<file path="src/rtl/ts_pkg.sv">
// Task-scheduler shared definitions: fence encodings, FSM state enum and
// control-frame (CF) field offsets. The CF layout, LSB first, is:
//   IF_NUM[7:0] | FENCE[1:0] | ACTIVE[N] | R0_VECT[N] | R0[N*REG_W] | STOP | STOP_ADDR[log2 depth]
package ts_pkg;

  typedef enum logic [1:0] {
    FENCE_NO   = 2'd0,
    FENCE_ACQ  = 2'd1,
    FENCE_REL  = 2'd2,
    FENCE_RSVD = 2'd3
  } fence_e;

  typedef enum logic [1:0] {
    FETCH_CF = 2'd0,
    WAIT_IF  = 2'd1,
    LOAD     = 2'd2,
    PARK     = 2'd3
  } state_e;

  localparam int IFN_W   = 8;
  localparam int FENCE_W = 2;

  function automatic int off_if_num();
    return 0;
  endfunction

  function automatic int off_fence();
    return IFN_W;
  endfunction

  function automatic int off_active();
    return IFN_W + FENCE_W;
  endfunction

  function automatic int off_r0_vect(input int n);
    return off_active() + n;
  endfunction

  function automatic int off_r0(input int n);
    return off_active() + 2 * n;
  endfunction

  function automatic int off_stop(input int n, input int rw);
    return off_r0(n) + n * rw;
  endfunction

  function automatic int off_stop_addr(input int n, input int rw);
    return off_stop(n, rw) + 1;
  endfunction

endpackage

</file>
<file path="src/rtl/ts_frame_decode.sv">
// Combinational extraction of control-frame fields from one task-memory frame.
module ts_frame_decode
  import ts_pkg::*;
#(
  parameter int NUM_CORES = 4,
  parameter int REG_W     = 8,
  parameter int FRAME_W   = 64,
  parameter int AW        = 4
) (
  input  logic [FRAME_W-1:0]         frame_i,
  output logic [IFN_W-1:0]           if_num_o,
  output fence_e                     fence_o,
  output logic [NUM_CORES-1:0]       active_o,
  output logic [NUM_CORES-1:0]       r0_vect_o,
  output logic [NUM_CORES*REG_W-1:0] r0_o,
  output logic                       stop_o,
  output logic [AW-1:0]              stop_addr_o
);

  localparam int OFF_IFN   = off_if_num();
  localparam int OFF_FENCE = off_fence();
  localparam int OFF_ACT   = off_active();
  localparam int OFF_R0V   = off_r0_vect(NUM_CORES);
  localparam int OFF_R0    = off_r0(NUM_CORES);
  localparam int OFF_STOP  = off_stop(NUM_CORES, REG_W);
  localparam int OFF_SADDR = off_stop_addr(NUM_CORES, REG_W);
  localparam int CF_W      = OFF_SADDR + AW;

  assign if_num_o    = frame_i[OFF_IFN +: IFN_W];
  assign fence_o     = fence_e'(frame_i[OFF_FENCE +: FENCE_W]);
  assign active_o    = frame_i[OFF_ACT +: NUM_CORES];
  assign r0_vect_o   = frame_i[OFF_R0V +: NUM_CORES];
  assign r0_o        = frame_i[OFF_R0 +: NUM_CORES*REG_W];
  assign stop_o      = frame_i[OFF_STOP];
  assign stop_addr_o = frame_i[OFF_SADDR +: AW];

  // Bits above the CF fields are don't-care in a control frame.
  if (CF_W < FRAME_W) begin : g_pad
    logic unused_pad;
    assign unused_pad = ^frame_i[FRAME_W-1:CF_W];
  end

endmodule

</file>
<file path="src/rtl/param_task_scheduler.sv">
// Task scheduler: walks a flat task memory, accepts control frames when the
// addressed cores are idle, and streams instruction frames to them beat by beat.
// Optional build macro TS_VGA_SYNC_EN adds a frame-tick generator and makes the
// parked state wait for a vga_end rising edge.
module param_task_scheduler
  import ts_pkg::*;
#(
  parameter int NUM_CORES   = 4,
  parameter int TM_DEPTH    = 16,
  parameter int LOAD_TIME   = 4,
  parameter int INSN_W      = 16,
  parameter int REG_W       = 8,
`ifdef TS_VGA_SYNC_EN
  parameter int FRAME_TICKS = 833333,
`endif
  localparam int FRAME_W    = LOAD_TIME * INSN_W,
  localparam int CNT_W      = (LOAD_TIME > 1) ? $clog2(LOAD_TIME) : 1,
  localparam int AW         = $clog2(TM_DEPTH)
) (
  input  logic                          clk,
  input  logic                          reset,
  input  logic [TM_DEPTH*FRAME_W-1:0]   env_task_memory,
  input  logic [NUM_CORES-1:0]          Ready,
`ifdef TS_VGA_SYNC_EN
  input  logic                          vga_end,
  output logic                          vga_en,
`endif
  output logic [NUM_CORES-1:0]          Start,
  output logic [CNT_W-1:0]              Insn_Load_Counter,
  output logic [INSN_W-1:0]             Insn_Data,
  output logic [NUM_CORES-1:0]          Init_R0_Vect,
  output logic [NUM_CORES*REG_W-1:0]    Init_R0,
  output logic                          halted,
  output logic [15:0]                   frames_issued
);

  state_e                     state_q;
  fence_e                     fence_q;
  logic [AW-1:0]              tp_q;
  logic [IFN_W-1:0]           frames_left_q;
  logic [CNT_W-1:0]           cnt_q;
  logic [15:0]                issued_q;
  logic [NUM_CORES-1:0]       start_q;
  logic [NUM_CORES-1:0]       active_q;
  logic [NUM_CORES-1:0]       r0_vect_q;
  logic [NUM_CORES*REG_W-1:0] r0_q;
  logic                       stop_q;
  logic [AW-1:0]              stop_addr_q;
  logic                       halted_q;

  logic [FRAME_W-1:0] tm [TM_DEPTH];
  logic [INSN_W-1:0]  beat [LOAD_TIME];
  logic [FRAME_W-1:0] cur_frame;

  for (genvar i = 0; i < TM_DEPTH; i++) begin : g_tm
    assign tm[i] = env_task_memory[i*FRAME_W +: FRAME_W];
  end

  assign cur_frame = tm[tp_q];

  for (genvar b = 0; b < LOAD_TIME; b++) begin : g_beat
    assign beat[b] = cur_frame[b*INSN_W +: INSN_W];
  end

  logic [IFN_W-1:0]           cf_if_num;
  fence_e                     cf_fence;
  logic [NUM_CORES-1:0]       cf_active;
  logic [NUM_CORES-1:0]       cf_r0_vect;
  logic [NUM_CORES*REG_W-1:0] cf_r0;
  logic                       cf_stop;
  logic [AW-1:0]              cf_stop_addr;

  ts_frame_decode #(
    .NUM_CORES (NUM_CORES),
    .REG_W     (REG_W),
    .FRAME_W   (FRAME_W),
    .AW        (AW)
  ) u_decode (
    .frame_i     (cur_frame),
    .if_num_o    (cf_if_num),
    .fence_o     (cf_fence),
    .active_o    (cf_active),
    .r0_vect_o   (cf_r0_vect),
    .r0_o        (cf_r0),
    .stop_o      (cf_stop),
    .stop_addr_o (cf_stop_addr)
  );

  logic all_ready;
  logic need_all;
  logic accept;
  logic park_exit;

  assign all_ready = &Ready;
  // An acquire fence left by a stop frame, or a release request in the new CF,
  // forces a full barrier across every core before the CF is taken.
  assign need_all  = (fence_q == FENCE_ACQ) || (cf_fence == FENCE_REL);
  assign accept    = need_all ? all_ready : ((Ready & cf_active) == cf_active);

`ifdef TS_VGA_SYNC_EN
  localparam int TW = (FRAME_TICKS > 1) ? $clog2(FRAME_TICKS) : 1;
  logic [TW-1:0] tick_q;
  logic          vga_end_q;
  logic          vga_en_q;

  // Free-running frame tick counter, vga_en strobe and vga_end edge detector.
  always_ff @(posedge clk or posedge reset) begin
    if (reset) begin
      tick_q    <= '0;
      vga_end_q <= 1'b0;
      vga_en_q  <= 1'b0;
    end else begin
      tick_q    <= (tick_q == TW'(FRAME_TICKS - 1)) ? '0 : tick_q + 1'b1;
      vga_end_q <= vga_end;
      vga_en_q  <= (tick_q == TW'(FRAME_TICKS - 1)) && all_ready;
    end
  end

  assign vga_en    = vga_en_q;
  assign park_exit = vga_end & ~vga_end_q;
`else
  assign park_exit = all_ready;
`endif

  // Scheduler FSM with its pointer, frame and beat counters and registered outputs.
  always_ff @(posedge clk or posedge reset) begin
    if (reset) begin
      state_q       <= FETCH_CF;
      fence_q       <= FENCE_NO;
      tp_q          <= '0;
      frames_left_q <= '0;
      cnt_q         <= '0;
      issued_q      <= '0;
      start_q       <= '0;
      active_q      <= '0;
      r0_vect_q     <= '0;
      r0_q          <= '0;
      stop_q        <= 1'b0;
      stop_addr_q   <= '0;
      halted_q      <= 1'b0;
    end else begin
      case (state_q)
        FETCH_CF: begin
          if (accept) begin
            active_q      <= cf_active;
            fence_q       <= cf_fence;
            stop_q        <= cf_stop;
            stop_addr_q   <= cf_stop_addr;
            frames_left_q <= cf_if_num;
            r0_vect_q     <= cf_r0_vect;
            r0_q          <= cf_r0;
            if ((cf_if_num == '0) && cf_stop) begin
              tp_q     <= cf_stop_addr;
              halted_q <= 1'b1;
              state_q  <= PARK;
            end else begin
              tp_q <= tp_q + 1'b1;
              if (cf_if_num != '0) state_q <= WAIT_IF;
            end
          end
        end
        WAIT_IF: begin
          if ((Ready & active_q) == active_q) begin
            start_q <= active_q;
            cnt_q   <= '0;
            state_q <= LOAD;
          end
        end
        LOAD: begin
          // Once started, a burst always runs to its last beat regardless of Ready.
          if (cnt_q == CNT_W'(LOAD_TIME - 1)) begin
            start_q       <= '0;
            cnt_q         <= '0;
            frames_left_q <= frames_left_q - 1'b1;
            issued_q      <= issued_q + 16'd1;
            if (frames_left_q == IFN_W'(1)) begin
              tp_q    <= stop_q ? stop_addr_q : tp_q + 1'b1;
              if (stop_q) fence_q <= FENCE_ACQ;
              state_q <= FETCH_CF;
            end else begin
              tp_q    <= tp_q + 1'b1;
              state_q <= WAIT_IF;
            end
          end else begin
            cnt_q <= cnt_q + 1'b1;
          end
        end
        PARK: begin
          if (park_exit) begin
            halted_q <= 1'b0;
            state_q  <= FETCH_CF;
          end
        end
        default: state_q <= FETCH_CF;
      endcase
    end
  end

  assign Start             = start_q;
  assign Insn_Load_Counter = cnt_q;
  assign Insn_Data         = (state_q == LOAD) ? beat[cnt_q] : '0;
  assign Init_R0_Vect      = r0_vect_q;
  assign Init_R0           = r0_q;
  assign halted            = halted_q;
  assign frames_issued     = issued_q;

endmodule

</file>
<file path="config.mk">
export PLATFORM = sky130hd
export DESIGN_NAME = param_task_scheduler
export DESIGN_NICKNAME = d
export VERILOG_FILES = /design/src/rtl/ts_pkg.sv /design/src/rtl/ts_frame_decode.sv /design/src/rtl/param_task_scheduler.sv
export SDC_FILE = /design/constraint.sdc
export NUM_CORES = 1
export LEC_CHECK = 0
export ABC_AREA = 1
export ABC_CLOCK_PERIOD_IN_PS = 4900
export CORE_AREA = 2 2 431 433
export DETAILED_ROUTE_END_ITERATION = 12
export DIE_AREA = 0 0 433 435
export PLACE_DENSITY_LB_ADDON = 0.15
export REMOVE_ABC_BUFFERS = 1
export SYNTH_ARGS = -nofsm -noshare
export SYNTH_HDL_FRONTEND = slang
export SYNTH_SLANG_ARGS = --single-unit
</file>
<file path="constraint.sdc">
create_clock -name clk -period 4.9 [get_ports clk]
set_clock_uncertainty 0.2 [all_clocks]
set_input_delay 0.735 -clock clk [delete_from_list [all_inputs] [get_ports clk]]
set_output_delay 0.735 -clock clk [all_outputs]
set_load 0.005 [all_outputs]
</file>
; Word-level counts from Yosys, hierarchy flattened
; Index checks and enable logic that the tools add are counted.
; W data, S select, Z words.
[word_totals]
wordCells = 97
ff_bits = 84
out_inout_bits = 75
[op_classes]
bitwise = 4
n_mux = 40
addsub = 4
n_reduce_logical = 17
n_eq_ne = 17
n_lt_le_gt_ge = 2
[ops]
columns = cell, count
row1 = $bmux W64 S4, 1
row2 = $mux W64, 2
row3 = $mux W16, 3
row4 = $bmux W16 S2, 1
row5 = $mux W4, 7
row6 = $mux W2, 12
row7 = $add A16 B1 Y16 const B, 1
row8 = $mux W8, 2
row9 = $pmux W4 S2, 2
row10 = $pmux W8 S2, 1
row11 = $ne A2 B2 Y1 const B, 7
row12 = $reduce_and A5 Y1, 2
row13 = $and A4 B4 Y4, 2
row14 = $eq A2 B2 Y1 const B, 4
row15 = $eq A4 B4 Y1, 2
row16 = $eq A8 B1 Y1 const B, 1
row17 = $logic_not A8 Y1, 1
row18 = $pmux W2 S2, 2
row19 = $pmux W2 S4, 1
row20 = $reduce_and A4 Y1, 2
row21 = $reduce_bool A8 Y1, 1
row22 = $sub A8 B1 Y8 const B, 1
row23 = $reduce_and A2 Y1, 3
row24 = $reduce_and A3 Y1, 2
row25 = other kinds (14), 21

; Logic depth before layout (Yosys ltp)
; Gate-level depths: netlist (run 1).
[depth]
word_depth = 9
mapped_depth = 19
depth_no_buf = 16

; Cells and area by module
; From an unflattened synthesis (run 1), not the netlist that was laid out.
[unflattened]
hier_cells = 3371
hier_area_um2 = 16308.1
[by_module_without_submodules]
columns = module, cells_per_inst, area_per_inst_um2, n_inst, seq_area_each_um2
row1 = param_task_scheduler, 3316, 15895.2, 1, 2102.0
row2 = ts_frame_decode, 55, 412.9, 1, 0.0

; Least setup slack after synthesis (run 1)
; Ideal clock, no wire load.
[synth_path]
kind = reg2out
startpoint = register tp_q[0]
endpoint = output port Insn_Data[11]
arrival_time_ns = 2.056
path_buffers = 6
path_slack_ns = 1.909
path_stages_with_launch = 14
path_cell_list = dfrtp_1 -> buf_6 -> inv_4 -> buf_6 -> buf_4 -> buf_4 -> buf_2 -> clkbuf_1 -> nor2_1 -> o221ai_1 -> o211ai_1 -> nand3_1 -> o211ai_1 -> a21oi_1
[synth_via]
elab_chain_cells = 8
[synth_lines]
columns = element, line_no
row1 = start: declaration, param_task_scheduler.sv:39  ; logic [AW-1:0] tp_q;
row2 = start signal: assignment, param_task_scheduler.sv:153  ; tp_q <= cf_stop_addr;
row3 = start signal: assignment, param_task_scheduler.sv:157  ; tp_q <= tp_q + 1'b1;
row4 = start signal: assignment, param_task_scheduler.sv:177  ; tp_q <= stop_q ? stop_addr_q : tp_q + 1'b1;
row5 = $not A4 Y5 (not written as such), param_task_scheduler.sv:59  ; assign cur_frame = tm[tp_q];
row6 = $bmux W64 S4, param_task_scheduler.sv:59
row7 = $mux W64 (not written as such) (2 in a row), param_task_scheduler.sv:59
row8 = $bmux W16 S2, param_task_scheduler.sv:201  ; assign Insn_Data = (state_q == LOAD) ? beat[cnt_q] : '0;
row9 = $mux W16 (not written as such) (2 in a row), param_task_scheduler.sv:201
row10 = $mux W16, param_task_scheduler.sv:201
row11 = end: declaration, param_task_scheduler.sv:30  ; output logic [INSN_W-1:0] Insn_Data,
; No other way between the ends. The select of a mux whose other input is x is not followed.

; Final worst setup path (run 1)
[layout_path]
startpoint = register tp_q[0]
endpoint = output port Insn_Data[3]
; The elaborated chain is that of the path after synthesis.

==> results of run 1 <==
-- metal layers --
layer  up-vias  GRT usage
met3       114     0.0344
met2       786      0.270
met5         -          0
met4        32     0.0428
met1     10600      0.180
li1      10600          -
-- state kept, by name (all words and copies together) (netlist names) --
register and cells:
Start 4, state_q 2, stop_addr_q 4, stop_q 1, active_q 4, Insn_Load_Counter 2, Init_R0 32, tp_q 4
frames_left_q 8, halted 1, frames_issued 16, fence_q 2, Init_R0_Vect 4
-- how the worst max path moves through the flow --
stage                         endpoint            startpoint
after detailed placement  Insn_Data[9]  env_task_memory[473]
final                     Insn_Data[3]               tp_q[0]
after CTS                 Insn_Data[9]               tp_q[1]
after global placement    Insn_Data[9]  env_task_memory[473]
after floorplan                tp_q[0]               tp_q[0]
after global routing      Insn_Data[3]               tp_q[1]
-- timing repair --
action / 4_1_cts / 5_1_grt
cloned: 2 / 0
buffers inserted: 2 / 0
setup endpoints to repair: 2 / 1
pin swaps: 0 / 0
gates resized for setup: 1 / 1
-- power breakdown --
part / internal (µW) / switching, µW
Clock: 459 / 461
Combinational: 4110 / 8200
Sequential: 991 / 377
Total: 5560 / 9030
-- placed cells by master, fill, tap and decap left out, types with 3 or more instances in the layout --
cell type,synthesis,layout
nand4_1,6,6
o211ai_1,90,90
xnor2_1,7,7
nand3_2,3,3
inv_2,7,6
buf_12,0,27
inv_6,0,5
nand2_2,5,4
a21oi_1,29,29
o21ai_0,366,366
xor2_1,11,11
nand3_1,229,229
or2_2,3,3
dfrtp_1,84,78
o21ai_1,101,101
buf_4,11,67
dfrtp_4,0,5
nor4_1,3,3
clkdlybuf4s50_1,0,1104
nor2_1,488,487
o22ai_1,51,51
o221ai_1,146,146
inv_1,133,132
ha_1,5,5
clkbuf_16,0,9
nand2_1,475,474
diode_2,0,21
-- cells by family after synthesis --
| family | share of synthesized area |
|---|---|
| simple gates | 0.360 |
| xor+xnor | 0.0115 |
| flops | 0.153 |
| buf+inv | 0.121 |
| compound gates | 0.351 |
| fa+ha+maj | 0.00455 |
-- through the flow --
stage | setup WS [ns] | total power [µW]
after detailed placement | 0.355 | 14000
after global routing | 0.0426 | 16000
after floorplan | -12.43 | 6700
after global placement | 0.278 | 14000
final | 0.216 | 14600
after CTS | 0.0239 | 15100
-- critical path: cells and delay by family (launching register included) --
| kind | cells | cell delay (ns) |
|---|---|---|
| buffers and inverters | 6 | 1.38 |
| AO/OA/AOI/OAI | 5 | 0.88 |
| flip-flops | 1 | 0.62 |
| AND/OR/NAND/NOR | 2 | 0.40 |
-- final cells by class --
class | count | area, µm²
Clock buffer | 9 | 225
Inverter | 144 | 582
Fill cell | 21400 | 156000
Multi-Input combinational cell | 2030 | 10000
Sequential cell | 84 | 2120
Tap cell | 2480 | 3100
Timing Repair inverter | 2 | 17.5
Clock inverter | 7 | 108
Antenna cell | 21 | 52.6
Timing Repair Buffer | 1199 | 12100
==> qor.csv, run 1 <==
stage,metric,value,unit
floorplan,std_cell_rows,158,
critical_path,reg2reg_depth,15,
critical_path,cp_slowest_stage_delay,0.62,ns
cts,root_buffer,clkbuf_16,
yosys,synth.yosys.seq_area_share,0.153,
drt,dr_wl_met2,75500,µm
hold_path,hold_end,frames_issued[15],
cts,htreeDepth,3,
yosys,ys_top_cells_by_area,"dfrtp_1 15%, nor2_1 13%, o21ai_0 13%",
critical_path,reg2reg_to,Init_R0[1],
finish,stdcell_count,5976,
yosys,ys.flop_type,dfrtp_1,
global_route,grt_max_degree,117,
floorplan,ios,1105,
cts,cts_sinks,84,
yosys,synth.most_common_cell,nor2_1,
yosys,synth-edff-count,0,
cts,cts_hold_buf,0,
sta,timing.hold.ws,0.271,ns
floorplan,die_h,435,µm
finish,final_area,28300,µm²
place,dpl.cell_count,5935,
sta,slew_violations,0,
floorplan,core_area,184000,µm²
place,place_area,27900,µm²
sta,slew_headroom,0.271,
drt,num_vias,22100,
power_and_ir_drop,p_leak,0.0106,µW
outcome,outcome,completed,
cts,numCtsBuffers,9,
finish,drive_gt1_frac,0.0423,
yosys,netlist.top_cell.by_area,dfrtp_1,
yosys,synth_area,13700,µm²
critical_path,slowest_stage,dfrtp_4,
yosys,ys_top_cells_by_count,"488 x nor2_1, 475 x nand2_1, 366 x o21ai_0",
critical_path,critPathRequiredTime,3.96,ns
yosys,async_flop_share,1.00,
sta,fmaxAchievable,214,MHz
hold_path,min_from,frames_issued[15],
drt,drt_pass1_iterations,5,
power_and_ir_drop,max-vdd-ir-drop,0.000283,V
cts,clock_latency,0.43,ns
floorplan,start_util,0.0747,
yosys,yosysTopAreaCellShare,0.153,
drt,met1Wirelength,60900,µm
critical_path,r2r-start,tp_q[1],
critical_path,arrival,3.75,ns
global_route,antenna_found_initial,45,
sta,hold_viol,0,
drt,top_layer_used,met5,
job,maxCapViolations,0,
yosys,ys_ff_latch,84,
drt,wl_met3,8660,µm
cts,clk_pin_slew,0.08,ns
global_route,grt_pass1_wl,197000,µm
drt,drc,0,
yosys,synthCells,2495,
drt,drt_iter0_drc,1498,
drt,routed_wl,149000,µm
yosys,yosys_warnings,0,
sta,post-route-period-util,0.956,
yosys,syn_avg_cell_area,5.51,µm²
critical_path,crit_chain,"inv_16, buf_12, o21ai_0, o221ai_1, o211ai_1, nand2_1, inv_1, nand2_1, o211ai_1, buf_4, a21oi_1, buf_4, clkdlybuf4s50_1",
cts,cts_tree,built,
sta,grt_setup_unrepaired,no,
finish,num-nets-final,4505,
critical_path,worst_setup_path_end_kind,output port,
floorplan,dieArea,188000,µm²
global_route,grt_pass1_vias,22800,
sta,tightest_slew,1.09,ns
critical_path,r2r_setup_slack,0.94,ns
hold_path,worstHoldPathCells,1,
global_route,grt_overflow,0,
finish,area_growth,106,%
sta,setup_viol,0,
drt,routed_via_density,3.70,
critical_path,critPathMaxFanout,22,
yosys,ys_types,37,
floorplan,die_w,433,µm
global_route,grtUsageTotal,0.152,
power_and_ir_drop,powerDensity,515,nW/µm²
finish,final_core_util,0.154,
hold_path,hp-class,register to register,
place,port_buffers,1104,
place,hpwl,118000,µm
drt,wire_per_inst,24.9,µm
critical_path,path_class,register to output port,
sta,fin_tns_setup,0,ns
place,place_congestion,0.881,
sta,layout_min_cycle_time,4.68,ns
cts,clockBufferDepth,2,
drt,ant_nets,0,
critical_path,critPathLaunchType,register,
Power figures use the tool's default switching activity.
==> run 2: changes to the inputs <==
- CELL_PAD_IN_SITES_DETAIL_PLACEMENT: unset -> 0
- CELL_PAD_IN_SITES_GLOBAL_PLACEMENT: unset -> 2
- CORE_AREA: 2 2 431 433 -> 2 2 434 436
- DIE_AREA: 0 0 433 435 -> 0 0 436 438
==> qor.csv, run 2 (synthesis gave the netlist of run 1 again) <==
stage,metric,value,unit
outcome,outcome,completed,
cts,clockBufferDepth,2,
power_and_ir_drop,powerDensity,508,nW/µm²
place,hpwl,119000,µm
drt,routed_wl,149000,µm
floorplan,die_h,438,µm
floorplan,die_w,436,µm
sta,slew_headroom,0.397,
sta,tightest_slew,0.905,ns
cts,cts_sinks,84,
critical_path,critPathMaxFanout,84,
floorplan,ios,1105,
critical_path,path_buf_inv,4,
power_and_ir_drop,max-vdd-ir-drop,0.000333,V
finish,largest_reg_flops,32,
global_route,met1_usage,0.176,
global_route,grt_overflow,0,
global_route,grt_pass1_vias,22800,
cts,cts_setup_buffers,0,
drt,wire_per_inst,24.9,µm
finish,drive_gt1_frac,0.0415,
critical_path,worst_setup_path_end_kind,output port,
critical_path,slowest_stage,clkdlybuf4s50_1,
place,port_buffers,1104,
cts,ctsResizeCount,0,
cts,cts_hold_buf,0,
floorplan,std_cell_rows,159,
sta,post-route-period-util,0.936,
finish,num-nets-final,4502,
critical_path,crit_chain,"buf_12, buf_12, buf_4, o21ai_0, o22ai_1, o211ai_1, nand3_1, o211ai_1, a21oi_1, clkdlybuf4s50_1",
place,place_congestion,0.809,
sta,fmaxAchievable,218,MHz
global_route,grt_pass1_wl,198000,µm
place,dpl.cell_count,5951,
finish,multi_input_area,10000,µm²
sta,layout_min_cycle_time,4.58,ns
floorplan,dieArea,191000,µm²
cts,root_buffer,clkbuf_16,
job,maxCapViolations,0,
sta,setup_viol,0,
finish,final_common_cell,clkdlybuf4s50_1,
critical_path,arrival,3.65,ns
cts,htreeDepth,3,
hold_path,hp-class,register to register,
critical_path,cp_slowest_stage_delay,0.62,ns
power_and_ir_drop,p_leak,0.0106,µW
global_route,antenna_found_initial,42,
drt,drt_iter0_drc,1044,
floorplan,core_area,187000,µm²
finish,fillers,21900,
cts,clock_latency,0.42,ns
finish,stdcell_count,5987,
drt,ant_nets,0,
global_route,grt_busiest_layer,met2,
cts,numCtsBuffers,9,
cts,cts_tree,built,
critical_path,critPathRequiredTime,3.96,ns
place,place_area,27900,µm²
finish,final-seq-area,2120,µm²
sta,hold_viol,0,
sta,slew_violations,0,
cts,clk_pin_slew,0.08,ns
drt,num_vias,21700,
drt,drc,0,
global_route,grt_util_met2,0.273,
finish,area_growth,106,%
sta,grt_setup_unrepaired,no,
global_route,grt_util_met3,0.0332,
drt,routed_via_density,3.63,
critical_path,path_class,register to output port,
finish,layout_common_cells,"1104 x clkdlybuf4s50_1, 487 x nor2_1, 474 x nand2_1",
sta,fin_tns_setup,0,ns
global_route,grt_max_degree,95,
floorplan,start_util,0.0736,
critical_path,path_delay_family,buffers and inverters,
global_route,grtUsageTotal,0.149,
finish,final_area,28200,µm²
critical_path,critPathLaunchType,register,
drt,drt_pass1_iterations,5,
-- run 2: changes by cell type in the layout (fill, tap and decap cells not counted), sizes merged --
| cell | change |
|---|---|
| buf | -1 |
| diode | -1 |
| clkinv | +1 |
| inv | -2 |
| bufinv | -2 |
| clkinvlp | +1 |
-- run 2: worst reg2reg max path: stages, from the launching register on --
cell,delay (ns)
dfrtp_4,0.55
inv_16,0.31
buf_12,0.29
buf_4,0.23
nand2_1,0.06
nand3_1,0.08
nand3_1,0.08
nand3_1,0.11
nand2_1,0.26
nand2_1,0.14
nand2_1,0.05
nor2_1,0.20
nand2_1,0.12
nand3_1,0.31
nand3_1,0.13
nor2_1,0.22
nor2_1,0.09
-- run 2: layout make-up --
class / instances / area share
clock buffers: 9 / 0.00797
repair buffers: 1198 / 0.428
flip-flops and latches: 84 / 0.0751
well taps: 2495 / 0.111
multi-input cells: 2030 / 0.354
diodes: 20 / 0.00177
inverters: 144 / 0.0204
clock inverters: 7 / 0.00204
-- run 2: path summary, 6_finish.rpt --
path / from / end / slack [ns] / cells after the start
max in group asynchronous: reset / Init_R0_Vect[3] / 2.96 / 3
hold reg to reg: Init_R0[3] / Init_R0[3] / 0.28 / 2
min in group asynchronous: reset / Init_R0[27] / 0.66 / 2
setup reg to reg: tp_q[0] / tp_q[1] / 1.36 / 16
hold / removal: Init_R0[3] / Init_R0[3] / 0.28 / 2
setup / recovery: tp_q[0] / Insn_Data[7] / 0.32 / 10
-- run 2: through the flow --
stage	hold WS, ns	setup WS, ns	total power, µW	utilization
finish	0.276	0.315	14300	0.151
global placement	0.259	0.520	14300	0.150
floorplan	0.248	-12.43	6700	-
CTS	0.280	0.101	15100	0.151
global route	0.304	0.0259	15900	0.151
detailed placement	0.259	0.587	14200	0.150
-- run 2: where the power goes --
part / total (µW) / internal (µW) / switching (µW)
Clock: 791 / 352 / 439
Combinational: 12300 / 4090 / 8210
Sequential: 1250 / 992 / 260
Total: 14300 / 5430 / 8910
-- run 2: per-layer routing --
metal | wire length, µm | vias up
li1 | - | 10600
met1 | 61500 | 10300
met4 | 2440 | 30
met2 | 77400 | 658
met3 | 7590 | 99
met5 | 197 | -
==> run 3: changes to the inputs <==
- SKIP_CTS_REPAIR_TIMING: unset -> 1
==> results of run 3 <==
No change in the layout: final DEF, timing and power equal those of run 2.
